### config.mk
export PLATFORM = sky130hd
export DESIGN_NAME = peripheral_mpi_apb4_arbiter
export DESIGN_NICKNAME = d
export VERILOG_FILES = /design/src/rtl/peripheral_mpi_apb4_arbiter.sv
export SDC_FILE = /design/constraint.sdc
export NUM_CORES = 1
export LEC_CHECK = 0
export CORE_AREA = 2 2 96 89
export CTS_CLUSTER_DIAMETER = 200
export DETAILED_ROUTE_END_ITERATION = 10
export DIE_AREA = 0 0 98 91
export PLACE_DENSITY = 0.85
export RECOVER_POWER = 25
export SYNTH_ARGS = -nofsm -noshare
export SYNTH_HDL_FRONTEND = slang
export SYNTH_SLANG_ARGS = --single-unit
export TNS_END_PERCENT = 5
### constraint.sdc
create_clock -name HCLK -period 2.2 [get_ports HCLK]
set_clock_uncertainty 0.2 [all_clocks]
set_input_delay 0.22 -clock HCLK [delete_from_list [all_inputs] [get_ports HCLK]]
set_output_delay 0.22 -clock HCLK [all_outputs]
set_load 0.005 [all_outputs]
### src/rtl/peripheral_mpi_apb4_arbiter.sv
// Round-robin arbiter funnelling NUM_MASTERS APB4 requesters onto one MPI slave.
// Optional ACCESS watchdog is built in when MPI_ARB_TIMEOUT_EN is defined.
module peripheral_mpi_apb4_arbiter #(
    parameter int APB_ADDR_WIDTH = 8,
    parameter int APB_DATA_WIDTH = 32,
    parameter int NUM_MASTERS    = 2,
    parameter int TIMEOUT_CYCLES = 255
) (
    input  logic                                   HCLK,
    input  logic                                   HRESETn,
    input  logic [NUM_MASTERS-1:0]                 m_PSEL,
    input  logic [NUM_MASTERS-1:0]                 m_PENABLE,
    input  logic [NUM_MASTERS-1:0]                 m_PWRITE,
    input  logic [NUM_MASTERS*APB_ADDR_WIDTH-1:0]  m_PADDR,
    input  logic [NUM_MASTERS*APB_DATA_WIDTH-1:0]  m_PWDATA,
    output logic [APB_DATA_WIDTH-1:0]              m_PRDATA,
    output logic [NUM_MASTERS-1:0]                 m_PREADY,
    output logic [NUM_MASTERS-1:0]                 m_PSLVERR,
    output logic                                   s_PSEL,
    output logic                                   s_PENABLE,
    output logic                                   s_PWRITE,
    output logic [APB_ADDR_WIDTH-1:0]              s_PADDR,
    output logic [APB_DATA_WIDTH-1:0]              s_PWDATA,
    input  logic [APB_DATA_WIDTH-1:0]              s_PRDATA,
    input  logic                                   s_PREADY,
    input  logic                                   s_PSLVERR,
    output logic [NUM_MASTERS-1:0]                 grant_o,
    output logic                                   busy_o
);

    localparam int IW = (NUM_MASTERS > 1) ? $clog2(NUM_MASTERS) : 1;

    typedef enum logic [1:0] {IDLE, SETUP, ACCESS} state_t;

    state_t                    r_state;
    logic [IW-1:0]             r_last;
    logic [IW-1:0]             r_widx;
    logic [NUM_MASTERS-1:0]    r_grant;
    logic                      r_psel;
    logic                      r_pen;
    logic                      r_write;
    logic                      r_busy;
    logic                      r_drop;
    logic [APB_ADDR_WIDTH-1:0] r_addr;
    logic [APB_DATA_WIDTH-1:0] r_wdata;

    logic [IW-1:0]             w_win;
    logic [IW-1:0]             w_hi;
    logic [IW-1:0]             w_lo;
    logic                      w_hi_ok;
    logic [NUM_MASTERS-1:0]    w_win_oh;
    logic [APB_ADDR_WIDTH-1:0] w_addr;
    logic [APB_DATA_WIDTH-1:0] w_wdata;
    logic                      w_wr;
    logic                      w_keep;
    logic                      w_done;
    logic                      w_tout;
    logic                      w_resp;
    logic [NUM_MASTERS-1:0]    w_mask;
    logic                      w_unused;

    assign w_unused = ^m_PENABLE;

    // Round-robin pick: lowest requester above last winner, else lowest overall
    always_comb begin
        w_hi    = '0;
        w_lo    = '0;
        w_hi_ok = 1'b0;
        for (int i = NUM_MASTERS - 1; i >= 0; i--) begin
            if (m_PSEL[i]) begin
                w_lo = IW'(i);
                if (IW'(i) > r_last) begin
                    w_hi    = IW'(i);
                    w_hi_ok = 1'b1;
                end
            end
        end
        w_win    = w_hi_ok ? w_hi : w_lo;
        w_win_oh = '0;
        w_win_oh[w_win] = 1'b1;
    end

    // Select the winner's address, data and direction for capture
    always_comb begin
        w_addr  = '0;
        w_wdata = '0;
        w_wr    = 1'b0;
        for (int i = 0; i < NUM_MASTERS; i++) begin
            if (w_win == IW'(i)) begin
                w_addr  = m_PADDR[i*APB_ADDR_WIDTH +: APB_ADDR_WIDTH];
                w_wdata = m_PWDATA[i*APB_DATA_WIDTH +: APB_DATA_WIDTH];
                w_wr    = m_PWRITE[i];
            end
        end
    end

    // Owner loses its response once it has let go of PSEL during the transfer
    assign w_keep = ~r_drop & (|(m_PSEL & r_grant));
    assign w_done = (r_state == ACCESS) & s_PREADY;
    assign w_resp = w_done | w_tout;
    assign w_mask = r_grant & {NUM_MASTERS{w_resp & w_keep}};

    assign m_PREADY  = w_mask;
    assign m_PSLVERR = w_mask & {NUM_MASTERS{w_tout | s_PSLVERR}};
    assign m_PRDATA  = w_done ? s_PRDATA : '0;

`ifdef MPI_ARB_TIMEOUT_EN
    logic [15:0] r_cnt;

    assign w_tout = (r_state == ACCESS) & ~s_PREADY
                  & (r_cnt == 16'(TIMEOUT_CYCLES));

    // Watchdog: count stalled ACCESS cycles, restart for every new transfer
    always_ff @(posedge HCLK or negedge HRESETn) begin
        if (!HRESETn) begin
            r_cnt <= '0;
        end else if ((r_state == IDLE) && (|m_PSEL)) begin
            r_cnt <= '0;
        end else if ((r_state == ACCESS) && !s_PREADY && !w_tout) begin
            r_cnt <= r_cnt + 16'd1;
        end
    end
`else
    localparam int unused_timeout = TIMEOUT_CYCLES;

    assign w_tout = 1'b0;
`endif

    // Sequencer: arbitrate in IDLE, then run APB setup/access on the slave
    always_ff @(posedge HCLK or negedge HRESETn) begin
        if (!HRESETn) begin
            r_state <= IDLE;
            r_psel  <= 1'b0;
            r_pen   <= 1'b0;
            r_write <= 1'b0;
            r_addr  <= '0;
            r_wdata <= '0;
            r_grant <= '0;
            r_widx  <= '0;
            r_last  <= IW'(NUM_MASTERS - 1);
            r_busy  <= 1'b0;
            r_drop  <= 1'b0;
        end else begin
            unique case (r_state)
                IDLE: begin
                    if (|m_PSEL) begin
                        r_state <= SETUP;
                        r_psel  <= 1'b1;
                        r_pen   <= 1'b0;
                        r_busy  <= 1'b1;
                        r_drop  <= 1'b0;
                        r_grant <= w_win_oh;
                        r_widx  <= w_win;
                        r_addr  <= w_addr;
                        r_wdata <= w_wdata;
                        r_write <= w_wr;
                    end
                end
                SETUP: begin
                    r_state <= ACCESS;
                    r_pen   <= 1'b1;
                    if (!w_keep) r_drop <= 1'b1;
                end
                ACCESS: begin
                    if (w_resp) begin
                        r_state <= IDLE;
                        r_psel  <= 1'b0;
                        r_pen   <= 1'b0;
                        r_busy  <= 1'b0;
                        r_grant <= '0;
                        r_last  <= r_widx;
                    end else if (!w_keep) begin
                        r_drop  <= 1'b1;
                    end
                end
                default: r_state <= IDLE;
            endcase
        end
    end

    assign s_PSEL    = r_psel;
    assign s_PENABLE = r_pen;
    assign s_PWRITE  = r_write;
    assign s_PADDR   = r_addr;
    assign s_PWDATA  = r_wdata;
    assign grant_o   = r_grant;
    assign busy_o    = r_busy;

endmodule

# Word level (Yosys, flattened, before mapping)
# Index checks and enable logic that the tools add are counted.
# word_totals
latch_bits	0
mem_bits_rw	0
n_memories	0
regBits	50
romBits	0
input_bits	122
out_inout_bits	82
# classes
n_shift	0
mul	0
n_addsub	0
n_reduce_logical	12
eq_ne	5
n_mux	28
n_bitwise	7
order_cmp	4
div	0
# op_table
operator	n
32-bit two-way mux	2
1-bit two-way mux	16
3-bit AND reduction	3
8-bit two-way mux	1
2-bit bitwise AND	3
2-bit two-way mux	3
2-bit != test, second input constant	3
1-bit one-hot mux with 3 select lines	2
2-bit one-hot mux with 3 select lines	1
2-bit AND reduction	3
2-bit one-hot mux with 2 select lines	1
2-bit OR reduction	2
1-bit bitwise AND	3
3-bit nonzero test	1
2-bit by 1-bit == test with 1-bit output, second input constant	1
2-bit == test, second input constant	1
1-bit > comparator, first input constant	2
2-bit logical NOT	1
1-bit by 2-bit less-than comparator with 1-bit output, second input constant	1
1-bit one-hot mux with 2 select lines	1
2-bit nonzero test	1
1-bit demux with 1-bit select	1
1-bit greater-or-equal comparator, second input constant	1
1-bit logical AND	1
1-bit NOT	1

# Longest topological paths before layout
# Gate-level depths: netlist of run 1.
# depth
word_depth	12
mapped_depth	6
depth_no_buf	5

# Least setup slack after synthesis of run 1
# No wires, ideal clock.
# synth_timing
path_type	register -> register
start	register r_state[0]
end	register r_grant[0], in the netlist grant_o[0]
arrival_ps	1540
stages_incl_launch_ff	6
setup_time_ps	125
path_slack_ps	335
path_buffers	0
cell_sequence	dfrtp_1 > inv_1 > ha_1 > nor3b_2 > or3_4 > mux2_4
# synth_via
elab_chain_len	4
elab_cells_between_ends	8
cone_classes	3 x eq/ne; 1 x mux; 1 x bitwise; 3 x reduce/logical
# synth_lines
item	line	text
start: declaration	35	state_t r_state;
start signal: assignment	132	r_state <= IDLE;
start signal: assignment	147	r_state <= SETUP;
start signal: assignment	160	r_state <= ACCESS;
2-bit == test	99, 144	
1-bit bitwise AND	99	assign w_done = (r_state == ACCESS) & s_PREADY;
2-bit != test (no line)	n/a	
3-bit AND reduction (no line)	n/a	
end signal: assignment	152	r_grant <= w_win_oh;
end: declaration	38	logic [NUM_MASTERS-1:0] r_grant;
# Several ways; a longest one is shown, not always the timed one.
# A chain may end at the register's enable or synchronous reset.

# Worst setup path in the final report of run 1
# layout_timing
start	register r_state[0]
end	output port m_PRDATA[13]
# layout_via
elab_chain_len	3
# layout_lines
item	line	text
2-bit == test	99	
1-bit bitwise AND	99	
32-bit two-way mux	105	assign m_PRDATA = w_done ? s_PRDATA : '0;
end: declaration	16	output logic [APB_DATA_WIDTH-1:0] m_PRDATA,
# Every way passes these cells.

==> results.md, run 1 <==
| Parameter | Value | Unit |
|---|---|---|
| Leading cell types by count after synthesis | a21oi_1, dfrtp_1, nor2_1 | - |
| Setup tns final | 0 | ps |
| Class of the most critical hold timing path | input port to flip-flop | - |
| Synthesized net count | 436 | - |
| Maximum fanout along the worst path | 17 | - |
| Most instantiated library cell after synthesis | a21oi_1 | - |
| Worst flop-to-flop path endpoint | grant_o[0] | - |
| Power density relative to cell area | 1050 | mW/mm^2 |
| Vertical extent of the die | 91 | um |
| Worst-case clock buffer depth | 2 | - |
| Highest cell delay on the worst timing path | 500 | ps |
| GRT Resource Usage Total | 21.1 | % |
| Met2 track demand over resource | 39.5 | % |
| Number of search-and-repair iterations in the first detailed-routing pass | 4 | - |
| Worst endpoint required time | 1780 | ps |
| Endpoint class of the critical path | primary output | - |
| Gp weighted congestion | 0.793 | - |
| Crit path cell chain | inv_2 > ha_4 > buf_8 > and3_4 > clkdlybuf4s50_1 | - |
| RSZ-0062 raised after global routing | true | - |
| Final Slew Violations | 0 | - |
| WL final | 9.81 | mm |
| Number of vias in the routed layout | 3,046 | - |
| Pin count of the biggest net entering global routing | 35 | - |
| Met1 track demand over resource in global routing | 24.6 | % |
| Post-Route Utilization | 63.6 | % |
| CTS buffer count | 5 | - |
| Hold Fails Final Rpt | 0 | - |
| Stages on worst setup path | 5 | - |
| Buffer and inverter count on the worst path | 3 | - |
| # H-tree levels | 2 | - |
| Mean routed wirelength per cell | 16.0 | um |
| DRT antenna net count | 0 | - |
| Number of global-route vias before repair | 3,101 | - |
| Initial antenna violation count | 0 | - |
| Initial DRC Count | 95 | - |
| LEAKAGE | 0.00255 | uW |
| Finished Cell Area | 0.00501 | sq mm |
| CTS tree | built | - |
| Residual DRC | 0 | - |
| Max Cap Viol | 0 | - |
| Critical path launch point | r_state[0] | - |
| NumNets Final | 639 | - |
| Data arrival at the endpoint of the critical path | 1770 | ps |
| Outcome | finished, final reports clean | - |
| Number of primary I/O pins | 204 | - |
| Global route hottest layer | met2 | - |
| PnR Total Power | 5270 | uW |
| Wire length of the first global-routing pass | 15.4 | mm |
| Post-synth EDFFs | 0 | - |
| Num rows | 31 | - |
| Worst R2R Setup Slack | 100 | ps |
| Type of the worst setup path | flip-flop to primary output | - |
| Unique cell type count in the Yosys netlist | 32 | - |
| Buffers on Ports | 201 | - |
| Die area | 0.00892 | sq mm |
| Synthesized area per cell | 8.43 | sq um |
| Synthesis-to-layout area growth | 92.3 | % |
| Highest Clock Rate | 456 | MHz |
| Clock sink total | 50 | - |
| Standard cell area after detailed placement | 0.00478 | sq mm |
| Sum of net half-perimeters after detailed placement | 7.07 | mm |
| Worst-margin pin slew | 1240 | ps |
| Number of endpoints failing setup at the final stage | 0 | - |
| Startpoint of the lowest-slack hold path | m_PWDATA[19] | - |
| Critical register-to-register path startpoint | r_state[0] | - |
| Largest voltage drop on the vdd net | 481 | uV |
| Proportion of netlist area held by the largest area contributor | 47.1 | % |
| Clock latency of the later-clocked register in the worst-skew pair | 290 | ps |
| Post-layout minimum cycle time | 2190 | ps |
| Cell taking the most area after synthesis | dfrtp_1 | - |
| Antenna fix cells | 0 | - |
| DIE WIDTH | 98 | um |
| Worst relative slew slack | 17.0 | % |
| Period Utilization, post-route | 99.7 | % |
| Global Route met3 Usage | 5.16 | % |
| Placeable core region | 0.00787 | sq mm |
| Initial Utilization | 33.1 | % |
| #FFs+latches synth | 50 | - |
| Path depth of the worst reg2reg path | 6 | - |
| Most used flip-flop cell after synthesis | dfrtp_1 | - |
| Gate Count Post-Synth | 309 | - |
| Max stage delay cell, worst path | clkdlybuf4s50_1 | - |
| Synthesis Warnings | 0 | - |
| Fraction of final layout cells sized beyond drive strength 1 | 8.77 | % |
| Sort of element at the start of the critical path | flip-flop | - |
| Fraction of registers with async set/reset | 100 | % |
| Clk pin slew, worst setup/hold paths | 100 | ps |
| Filler Cells Inserted | 662 | - |
| Worst hold slack across all endpoints | 247 | ps |
| Fraction of the yosys area taken by sequential cells | 48.1 | % |
| Overflow left after global routing | 0 | - |
| Capturing instance or port of the critical path | m_PRDATA[13] | - |
| Top cell family by delay on the critical path | buffers and inverters | - |
| Syn Std Cell Area | 0.00260 | sq mm |
| Via-to-Cell Ratio | 4.98 | - |
| Cells taking the most area after synthesis | dfrtp_1, a21oi_1, and3_1 | - |
| Clk Tree Root Cell | clkbuf_8 | - |
## layout make-up
cell class | count | area (sq um) | share of cell area (%)
multi-input cells | 233 | 1270 | 25.3
clock inverters | 3 | 40.0 | 0.800
well taps | 99 | 124 | 2.47
clock buffers | 5 | 68.8 | 1.37
inverters | 2 | 7.51 | 0.150
flip-flops and latches | 50 | 1260 | 25.1
repair buffers | 220 | 2240 | 44.8
## layer usage
metal / routed length [um] / vias to the layer above
li1: - / 1457
met3: 675 / 10
met4: 101 / 0
met1: 3790 / 1461
met5: 0 / -
met2: 5240 / 118
## timing repair
action                                  4_1_cts  5_1_grt
setup buffers                                 2        0
hold buffers                                  1        0
endpoints found under the setup margin       36       20
resized for setup                            24       20
pin swaps                                     1        0
endpoints found under the hold margin        20        0
gates cloned                                  1        0
## tightest hold or removal path, stage by stage
cell and delay, ps:
clkdlybuf4s50_1 390, nand2_1 50, a21oi_1 50
## worst min path at each step
stage	end	slack, ps	depth (start not counted)
finish	s_PWDATA[19]	250	3
floorplan	busy_o	-280	0
detailed placement	s_PWDATA[29]	30	1
global placement	s_PWDATA[29]	20	1
global route	s_PADDR[0]	240	3
CTS	s_PWDATA[29]	230	2
## state kept, by name, summed over array words and instances, names as in the netlist
register   flops
s_PWRITE       1
r_state        2
s_PWDATA      32
r_drop         1
s_PENABLE      1
r_last         1
grant_o        2
r_widx         1
s_PADDR        8
busy_o         1
## through the flow
stage               instances  worst slack, ps
floorplan                 309              335
global placement          600             33.6
detailed placement        600            -26.2
CTS                       612             16.9
global route              612            -56.3
finish                    612             7.30
## power breakdown
part	leakage [uW]	switching (uW)	internal, uW	total [uW]
clock network	0.0000579	306	335	641
logic	0.00193	1250	1710	2960
registers	0.000565	280	1400	1680
## kinds of logic (layout without fill, tap and decap cells)
kind of cell             Yosys count  in the layout  share of synthesized area [%]
multiplexers                       4              4                           1.87
flip-flops                        50             50                           48.1
AND/OR/NAND/NOR                  130            130                           23.5
adder cells (fa/ha/maj)            5              5                           2.40
AO/OA/AOI/OAI                     94             94                           19.8
buffers and inverters             26            230                           4.42
## cells in the final DEF, fill, tap and decap left out, drive strengths merged, types with 4 or more instances in the layout
master         count
nor2              46
dlygate4sd2       16
ha                 5
clkbuf             6
clkdlybuf4s50    167
mux2               4
buf               17
dlymetal6s2s      17
nand2             42
dfrtp             49
a21oi             83
and3              34
(Power assumes the default switching activity.)
==> inputs of run 2 (changes only) <==
--- a/config.mk
+++ b/config.mk
@@ -5,11 +5,12 @@
 export SDC_FILE = /design/constraint.sdc
 export NUM_CORES = 1
 export LEC_CHECK = 0
-export CORE_AREA = 2 2 96 89
+export ABC_AREA = 1
+export CORE_AREA = 2 2 99 91
 export CTS_CLUSTER_DIAMETER = 200
 export DETAILED_ROUTE_END_ITERATION = 10
-export DIE_AREA = 0 0 98 91
-export PLACE_DENSITY = 0.85
+export DIE_AREA = 0 0 101 93
+export PLACE_DENSITY = 0.86
 export RECOVER_POWER = 25
 export SYNTH_ARGS = -nofsm -noshare
 export SYNTH_HDL_FRONTEND = slang
==> run 2 against run 1 <==
  * The run now ends with negative setup slack left
  * First-iteration DRC count rose by 6.3%
  * Register-to-register slack better by 40 ps
  * Sequential cell count is the same
  * Combinational power fell by 12%
  * Clock power shrank 16%
  * Critical endpoint is now m_PRDATA[4]
  * Largest cell class unchanged
  * Largest power group unchanged
==> results.md, run 2 <==
| Parameter | Value | Unit |
|---|---|---|
| Via-to-Cell Ratio | 4.64 | - |
| Synthesized net count | 576 | - |
| Cells taking the most area after synthesis | dfrtp_1, nand2_1, nand3_1 | - |
| Post-synth EDFFs | 0 | - |
| Clock sink total | 50 | - |
| Initial antenna violation count | 0 | - |
| Failing checks | negative setup slack | - |
| Class of the most critical hold timing path | input port to flip-flop | - |
| Finished Cell Area | 0.00521 | sq mm |
| Vertical extent of the die | 93 | um |
| Setup slack at placement | 63.4 | ps |
| Most instantiated library cell after synthesis | nand2_1 | - |
| Cell taking the most area after synthesis | dfrtp_1 | - |
| CTS buffer count | 5 | - |
| Fraction of final layout cells sized beyond drive strength 1 | 4.66 | % |
| Power density relative to cell area | 916 | mW/mm^2 |
| Syn Std Cell Area | 0.00295 | sq mm |
| Highest Clock Rate | 448 | MHz |
| Initial Utilization | 35.1 | % |
| Largest voltage drop on the vdd net | 509 | uV |
| Commonest cells after routing, fill and taps aside | nand2_1, clkdlybuf4s50_1, dfrtp_1 | - |
| Sum of net half-perimeters after detailed placement | 7.05 | mm |
| Critical register-to-register path startpoint | r_state[1] | - |
| Number of flip-flops under the largest register name | 32 | - |
| Max Cap Viol | 0 | - |
| Clk Tree Root Cell | clkbuf_8 | - |
| Hold Fails Final Rpt | 0 | - |
| Worst flop-to-flop path endpoint | s_PWDATA[5] | - |
| Leading cell types by count after synthesis | nand2_1, dfrtp_1, inv_1 | - |
| Worst-margin pin slew | 727 | ps |
| DRT antenna net count | 0 | - |
| GRT Resource Usage Total | 19.4 | % |
| Worst endpoint required time | 1780 | ps |
| Number of vias in the routed layout | 3,463 | - |
| Worst relative slew slack | 51.5 | % |
| Wire length of the first global-routing pass | 14.8 | mm |
| WHS Path Cells | 6 | - |
| Number of search-and-repair iterations in the first detailed-routing pass | 5 | - |
| Fraction of the yosys area taken by sequential cells | 42.5 | % |
| Sort of element at the start of the critical path | flip-flop | - |
| LEAKAGE | 0.00321 | uW |
| Fraction of registers with async set/reset | 100 | % |
| Worst R2R Setup Slack | 140 | ps |
| Residual DRC | 0 | - |
| Antenna fix cells | 0 | - |
| Placeable core region | 0.00841 | sq mm |
| Endpoint class of the critical path | primary output | - |
| Overflow left after global routing | 0 | - |
| RSZ-0062 raised after global routing | true | - |
| Most used flip-flop cell after synthesis | dfrtp_1 | - |
| Buffers on Ports | 201 | - |
| WL final | 9.56 | mm |
| Synthesis Warnings | 0 | - |
| #FFs+latches synth | 50 | - |
| CTS tree | built | - |
| Gate Count Post-Synth | 449 | - |
| Type of the worst setup path | flip-flop to primary output | - |
| Data arrival at the endpoint of the critical path | 1810 | ps |
| Number of endpoints failing setup at the final stage | 2 | - |
| Maximum fanout along the worst path | 32 | - |
| Die area | 0.00939 | sq mm |
| Mean routed wirelength per cell | 12.8 | um |
| Worst setup margin | -32.1 | ps |
| Gp weighted congestion | 0.774 | - |
| Worst-case clock buffer depth | 2 | - |
| Number of primary I/O pins | 204 | - |
| Outcome | complete, but fails checks | - |
| Num rows | 32 | - |
| NumNets Final | 770 | - |
| Final Slew Violations | 0 | - |
| Standard cell area after detailed placement | 0.00499 | sq mm |
| # H-tree levels | 2 | - |
| Path depth of the worst reg2reg path | 8 | - |
| Unique cell type count in the Yosys netlist | 20 | - |
| Clk pin slew, worst setup/hold paths | 90 | ps |
| Capture endpoint of the worst hold path | r_drop | - |
| Initial DRC Count | 101 | - |
| Synthesis-to-layout area growth | 76.7 | % |
| Pin count of the biggest net entering global routing | 45 | - |
| Most frequent standard cell in the layout excluding fill and tap cells | nand2_1 | - |
| Proportion of netlist area held by the largest area contributor | 41.6 | % |
| Clock latency of the later-clocked register in the worst-skew pair | 290 | ps |
| Startpoint of the lowest-slack hold path | m_PSEL[1] | - |
| Post-layout minimum cycle time | 2230 | ps |
| Synthesized area per cell | 6.57 | sq um |
| Period Utilization, post-route | 101 | % |
| Number of global-route vias before repair | 3,292 | - |
| DIE WIDTH | 101 | um |
run 2: what timing repair did:
action | in CTS | in global routing
hold endpoints to repair | 26 | 0
buffers inserted | 1 | 2
setup endpoints to repair | 36 | 34
hold buffers | 1 | 0
gates cloned | 0 | 0
gates resized for setup | 7 | 35
run 2: cells by family (layout without fill, tap and decap cells):
group                      count (synthesis)  in the layout  synth area share [%]
AOI/OAI and AO/OA                          7              7                  1.19
buffers and inverters                     71            266                  11.0
muxes                                      1              1                 0.382
and+or+nand+nor                          315            315                  42.8
adders and majority gates                  5              5                  2.12
DFF                                       50             50                  42.5
run 2: layout make-up:
| class | count | area (sq um) |
|---|---|---|
| well taps | 102 | 128 |
| inverters | 46 | 173 |
| fillers | 709 | 3200 |
| repair buffers | 212 | 2180 |
| multi-input cells | 328 | 1390 |
| clock buffers | 7 | 86.3 |
| clock inverters | 1 | 5.00 |
| flip-flops and latches | 50 | 1250 |
run 2: worst max-delay path, cell delays in order (launching register included):
cell and delay (ps):
dfrtp_1 400, inv_2 100, ha_4 140, nand2_2 70, buf_12 170, nor2_1 110, clkdlybuf4s50_1 530
run 2: worst max-delay path by stage:
stage,startpoint,endpoint,slack [ps],depth (start not counted)
after global placement,m_PSEL[0],m_PSLVERR[1],100,8
final,r_state[0],m_PRDATA[4],-30,6
after CTS,r_state[0],m_PRDATA[13],-80,6
after floorplan,r_state[0],m_PRDATA[10],640,5
after detailed placement,m_PSEL[0],m_PSLVERR[0],60,8
after global routing,r_state[0],m_PRDATA[4],-120,6
run 2: power breakdown:
part / total (uW) / switching [uW] / internal [uW]
clock network: 541 / 287 / 254
logic: 2610 / 1220 / 1390
registers: 1620 / 254 / 1360
run 2: metal layers:
layer	share of wire (%)	vias up	GRT usage, %	wire length [um]
met2	50	140	36.2	4740
met5	0	-	0	0
li1	-	1724	-	-
met4	1.5	0	4.73	142
met1	41	1582	22.5	3890
met3	8.3	17	4.26	790
run 2: through the flow:
stage	total power [uW]	instances	setup TNS (ps)	hold slack, ps	utilization (%)
after floorplan	2800	449	0	-276	-
after global placement	4120	734	0	77.4	59.4
after detailed placement	4200	734	0	99.9	59.4
after CTS	4790	744	-1640	217	60.8
after global routing	5160	746	-565	255	61.9
final	4770	746	-44.3	269	61.9
==> inputs of run 3 (changes only) <==
--- a/config.mk
+++ b/config.mk
@@ -12,6 +12,8 @@
 export DIE_AREA = 0 0 101 93
 export PLACE_DENSITY = 0.86
 export RECOVER_POWER = 25
+export SKIP_LAST_GASP = 1
+export SLEW_MARGIN = 25
 export SYNTH_ARGS = -nofsm -noshare
 export SYNTH_HDL_FRONTEND = slang
 export SYNTH_SLANG_ARGS = --single-unit
==> constraint.sdc (replaced) <==
create_clock -name HCLK -period 2.2 [get_ports HCLK]
set_clock_uncertainty 0.2 [all_clocks]
set_input_delay 0.22 -clock HCLK [delete_from_list [all_inputs] [get_ports HCLK]]
set_output_delay 0.22 -clock HCLK [all_outputs]
set_load 0.1 [all_outputs]
==> run 3 against run 2 <==
  * The flow now finishes without violations
  * Critical endpoint is now m_PRDATA[9]
  * Total power grew 71%
  * Cell area grew 2.6%
  * Highest routed layer unchanged
  * Cell count shrank 0.54%
  * Worst hold slack lost 49 ps
  * Worst setup slack gained 54 ps
  * Clock-buffer cell count is the same
==> results.md, run 3 (same netlist as run 2, synthesis figures left out) <==
| Parameter | Value | Unit |
|---|---|---|
| Global route hottest layer | met2 | - |
| Worst-case clock buffer depth | 2 | - |
| DRT antenna net count | 0 | - |
| Number of flip-flops under the largest register name | 32 | - |
| Overflow left after global routing | 0 | - |
| Mean routed wirelength per cell | 13.3 | um |
| Hold Fails Final Rpt | 0 | - |
| Initial Utilization | 35.1 | % |
| Clock latency of the later-clocked register in the worst-skew pair | 290 | ps |
| WL final | 9.87 | mm |
| NumNets Final | 766 | - |
| Global Route met3 Usage | 5.08 | % |
| Worst relative slew slack | 53.4 | % |
| Post-layout minimum cycle time | 2180 | ps |
| GRT Resource Usage Total | 20.5 | % |
| Commonest cells after routing, fill and taps aside | nand2_1, clkdlybuf4s50_1, dfrtp_1, buf_4, inv_1 | - |
| Clock sink total | 50 | - |
| Max Cap Viol | 0 | - |
| Number of vias in the routed layout | 3,409 | - |
| Setup repair bufs after CTS | 0 | - |
| Sum of net half-perimeters after detailed placement | 7.53 | mm |
| CTS tree | built | - |
| Final Slew Violations | 0 | - |
| LEAKAGE | 0.00285 | uW |
| Largest voltage drop on the vdd net | 1230 | uV |
| Met1 track demand over resource in global routing | 24.3 | % |
| Number of primary I/O pins | 204 | - |
| Outcome | finished, final reports clean | - |
| Number of endpoints failing setup at the final stage | 0 | - |
| Power density relative to cell area | 1520 | mW/mm^2 |
| Vertical extent of the die | 93 | um |
| Gp weighted congestion | 0.793 | - |
| Num rows | 32 | - |
| Wire length of the first global-routing pass | 15.5 | mm |
| Initial DRC Count | 128 | - |
| Top cell family by delay on the critical path | buffers and inverters | - |
| Initial antenna violation count | 0 | - |
| Residual DRC | 0 | - |
| Buffer and inverter count on the worst path | 3 | - |
| Fraction of final layout cells sized beyond drive strength 1 | 18.0 | % |
| Max stage delay cell, worst path | dfrtp_1 | - |
| Standard cell area after detailed placement | 0.00523 | sq mm |
| Clk pin slew, worst setup/hold paths | 80 | ps |
| Most frequent standard cell in the layout excluding fill and tap cells | nand2_1 | - |
| Period Utilization, post-route | 99.0 | % |
| Worst R2R Setup Slack | 220 | ps |
| Data arrival at the endpoint of the critical path | 1760 | ps |
| Highest cell delay on the worst timing path | 420 | ps |
| Highest Clock Rate | 459 | MHz |
| Synthesis-to-layout area growth | 81.3 | % |
| Via-to-Cell Ratio | 4.59 | - |
| Class of the most critical hold timing path | input port to flip-flop | - |
| RSZ-0062 raised after global routing | true | - |
| # H-tree levels | 2 | - |
| PnR Total Power | 8140 | uW |
| Die area | 0.00939 | sq mm |
| Crit path cell chain | inv_1 > ha_1 > nand2_1 > buf_6 > nor2_1 > buf_12 | - |
| Met2 track demand over resource | 36.8 | % |
| Finished Cell Area | 0.00534 | sq mm |
| Number of search-and-repair iterations in the first detailed-routing pass | 4 | - |
| Type of the worst setup path | flip-flop to primary output | - |
| Placeable core region | 0.00841 | sq mm |
| DIE WIDTH | 101 | um |
| Pin count of the biggest net entering global routing | 45 | - |
| Buffers on Ports | 201 | - |
| Endpoint class of the critical path | primary output | - |
| Worst endpoint required time | 1780 | ps |
| Clk Tree Root Cell | clkbuf_8 | - |
| Worst-margin pin slew | 698 | ps |
| CTS buffer count | 5 | - |
| Antenna fix cells | 0 | - |
| Maximum fanout along the worst path | 32 | - |
| Filler Cells Inserted | 711 | - |
| Sort of element at the start of the critical path | flip-flop | - |
| Number of global-route vias before repair | 3,267 | - |
==> run 3: cell count changes in the layout (fill, tap and decap cells not counted), moves of 2 or more <==
cell,delta
clkdlybuf4s50_1,-49
buf_4,+42
buf_12,+35
dlymetal6s2s_1,-31
nor2_1,-10
nor2_2,+10
dlygate4sd2_1,-2
==> run 3: metal layers <==
layer  routed length [um]  part of all wire [%]
met2                 4890                    50
met3                  800                   8.1
met4                  104                   1.1
met1                 4070                    41
met5                    0                     0
==> run 3: final cells by class <==
| class | instances | area [sq um] | share of cell area, % |
|---|---|---|---|
| repair buffers | 208 | 2300 | 43.1 |
| inverters | 46 | 173 | 3.23 |
| well taps | 102 | 128 | 2.39 |
| flip-flops and latches | 50 | 1250 | 23.4 |
| clock inverters | 1 | 5.00 | 0.0937 |
| clock buffers | 7 | 86.3 | 1.62 |
| multi-input cells | 328 | 1400 | 26.2 |
==> run 3: worst paths after layout <==
path	cells after the start	start	endpoint
hold / removal	6	m_PSEL[1]	r_drop
setup reg to reg	7	r_state[0]	s_PWDATA[23]
setup / recovery	6	r_state[0]	m_PRDATA[9]
hold reg to reg	2	s_PADDR[6]	s_PADDR[6]
min in group asynchronous	2	HRESETn	s_PWDATA[28]
max in group asynchronous	3	HRESETn	s_PWDATA[1]
==> run 3: where the power goes <==
part	internal (uW)	switching (uW)	total [uW]	leakage [uW]
clock	254	292	546	0.0000482
sequential	1360	269	1630	0.000620
combinational	1350	4620	5970	0.00218
total	2970	5180	8140	0.00285
==> run 3: worst reg2reg max path, stage by stage (launching register included) <==
cell,delay (ps)
dfrtp_1,400
inv_1,100
ha_1,230
inv_1,160
nor2_4,70
inv_2,500
nand2_1,130
nand2_1,120
==> run 3: what timing repair did <==
item	in CTS	in global routing
endpoints found under the setup margin	1	36
hold endpoints to repair	27	0
hold buffers	1	0
resized for setup	1	9
==> run 3: stage by stage <==
stage / util [%] / hold WS, ps / cells / TNS [ps] / setup WS (ps)
3_5_place_dp: 62.2 / 89.0 / 733 / 0 / 197
3_3_place_gp: 62.2 / 83.8 / 733 / 0 / 208
6_report: 63.6 / 220 / 742 / 0 / 22.2
2_1_floorplan: - / -276 / 449 / -15240 / -448
5_1_grt: 63.6 / 274 / 742 / -1110 / -58.6
4_1_cts: 63.5 / 214 / 742 / -2.09 / -2.09
==> edit, RTL diff (flow settings as in run 3) <==
Change the parameter `APB_ADDR_WIDTH` from 8 to 6.
--- a/src/rtl/peripheral_mpi_apb4_arbiter.sv
+++ b/src/rtl/peripheral_mpi_apb4_arbiter.sv
@@ -1,7 +1,7 @@
 // Round-robin arbiter funnelling NUM_MASTERS APB4 requesters onto one MPI slave.
 // Optional ACCESS watchdog is built in when MPI_ARB_TIMEOUT_EN is defined.
 module peripheral_mpi_apb4_arbiter #(
-    parameter int APB_ADDR_WIDTH = 8,
+    parameter int APB_ADDR_WIDTH = 6,
     parameter int APB_DATA_WIDTH = 32,
     parameter int NUM_MASTERS    = 2,
     parameter int TIMEOUT_CYCLES = 255
Ports: changed (resized m_PADDR and s_PADDR); port bits go from 204 to 198. No check against the original RTL was run, so the function may have changed too.
==> edit against run 3 <==
- register-to-register slack improved by 0.04 ns
- synthesized area is 3.6% lower
- hold slack improved by 0.070 ns
- total power fell by 2.6%
- via count is 5.3% lower
- worst setup slack improved by 0.062 ns
- count of clock-buffer cells in the layout up 1
- design area decreased by 1.3%
- wire length is 5.6% lower
- sequential cell count down 2
- die area unchanged
- critical endpoint is now m_PSLVERR[0]
- largest cell class unchanged
==> edit: results (changes against run 3) <==
- Layout cell share with drive strength beyond 1: 19.49% (was 17.97%)
- Drt pass-1 iters: 6 (was 4)
- Gr usage total: 19.47% (was 20.47%)
- Fin cells: 728 (was 742)
- Sequential element share of the synthesized area: 42.32% (was 42.49%)
- NumNets Final: 748 (was 766)
- Slew @ Worst Pin: 1.164 ns (was 0.6983 ns)
- Internal power: 2.915 mW (was 2.968 mW)
- Pleak: 2.782 nW (was 2.851 nW)
- Port bufs: 195 (was 201)
- Final RePlAce weighted congestion: 0.8542 (was 0.7926)
- Commonest cells post-synth: 222 x nand2_1, 47 x dfrtp_1, 44 x inv_1 (was 232 x nand2_1, 49 x dfrtp_1, 45 x inv_1)
- Power Sequential: 1.58 mW (was 1.63 mW)
- Syn Nets: 559 (was 576)
- Mux cell area share after synthesis: 0.3963% (was 0.3820%)
- Drt first-iter violations: 129 (was 128)
- Synth Area in Compound Gates: 1.233% (was 1.188%)
- Synth area leaders: dfrtp_1 41%, nand2_1 29%, nand3_1 7.4% (was dfrtp_1 42%, nand2_1 30%, nand3_1 7.5%)
- Largest net degree at the start of global routing: 49 (was 45)
- Adder-cell share of the synthesized area: 2.202% (was 2.122%)
- Synth Area per Inst: 6.517 µm² (was 6.565 µm²)
- Area after DPL: 5130 µm² (was 5234 µm²)
- DP HPWL: 7283 µm (was 7526 µm)
- Status: finished, final reports clean (unchanged)
- Dpl cells: 717 (was 733)
- First-pass GRT wire length: 14660 µm (was 15510 µm)
[edit: changes by cell type after synthesis, sizes merged]
cell    delta
nor3       +2
nand3      -2
dfrtp      -2
nand2     -11
buf        -1
clkbuf     +1
[edit: worst reg2reg max path: stages, from the launching register on]
cell	delay, ns
dfrtp_1	0.45
inv_1	0.10
ha_1	0.23
inv_2	0.11
nor2_4	0.05
inv_2	0.46
nand2_1	0.17
nand2_1	0.11
[edit: timing repair]
action	CTS	global route
buffers inserted	0	2
setup endpoints to repair	2	36
resized for setup	1	14
pin swaps	0	3
hold endpoints to repair	48	0
hold buffers	1	0
cloned	0	0
[edit: layout make-up]
class                           instances  area [µm²]
Sequential cell                        48        1202
Fill cell                             706        3134
Inverter                               46       172.7
Tap cell                              102       127.6
Clock buffer                            8       90.09
Timing Repair Buffer                  207        2291
Multi-Input combinational cell        317        1390
[edit: worst paths after layout]
kind / start / to / slack, ns / cells past startpoint
setup / recovery: r_state[0]$_DFFE_PN0P_ / m_PSLVERR[0] / 0.08 / 7
max in group asynchronous: HRESETn / r_widx$_DFFE_PN0P_ / 0.51 / 3
setup reg to reg: r_state[1]$_DFFE_PN0P_ / s_PWDATA[22]$_DFFE_PN0P_ / 0.26 / 7
min in group asynchronous: HRESETn / s_PWDATA[28]$_DFFE_PN0P_ / 0.59 / 3
hold / removal: s_PWDATA[12]$_DFFE_PN0P_ / s_PWDATA[12]$_DFFE_PN0P_ / 0.29 / 2
hold reg to reg: s_PWDATA[12]$_DFFE_PN0P_ / s_PWDATA[12]$_DFFE_PN0P_ / 0.29 / 2
[edit: routing by layer]
layer	vias to the layer above	GRT usage, %	wire (µm)
met5	-	0	0
met4	0	4.955	125
met3	12	4.036	582
met2	105	35.78	4813
met1	1438	23.01	3794
li1	1674	-	-
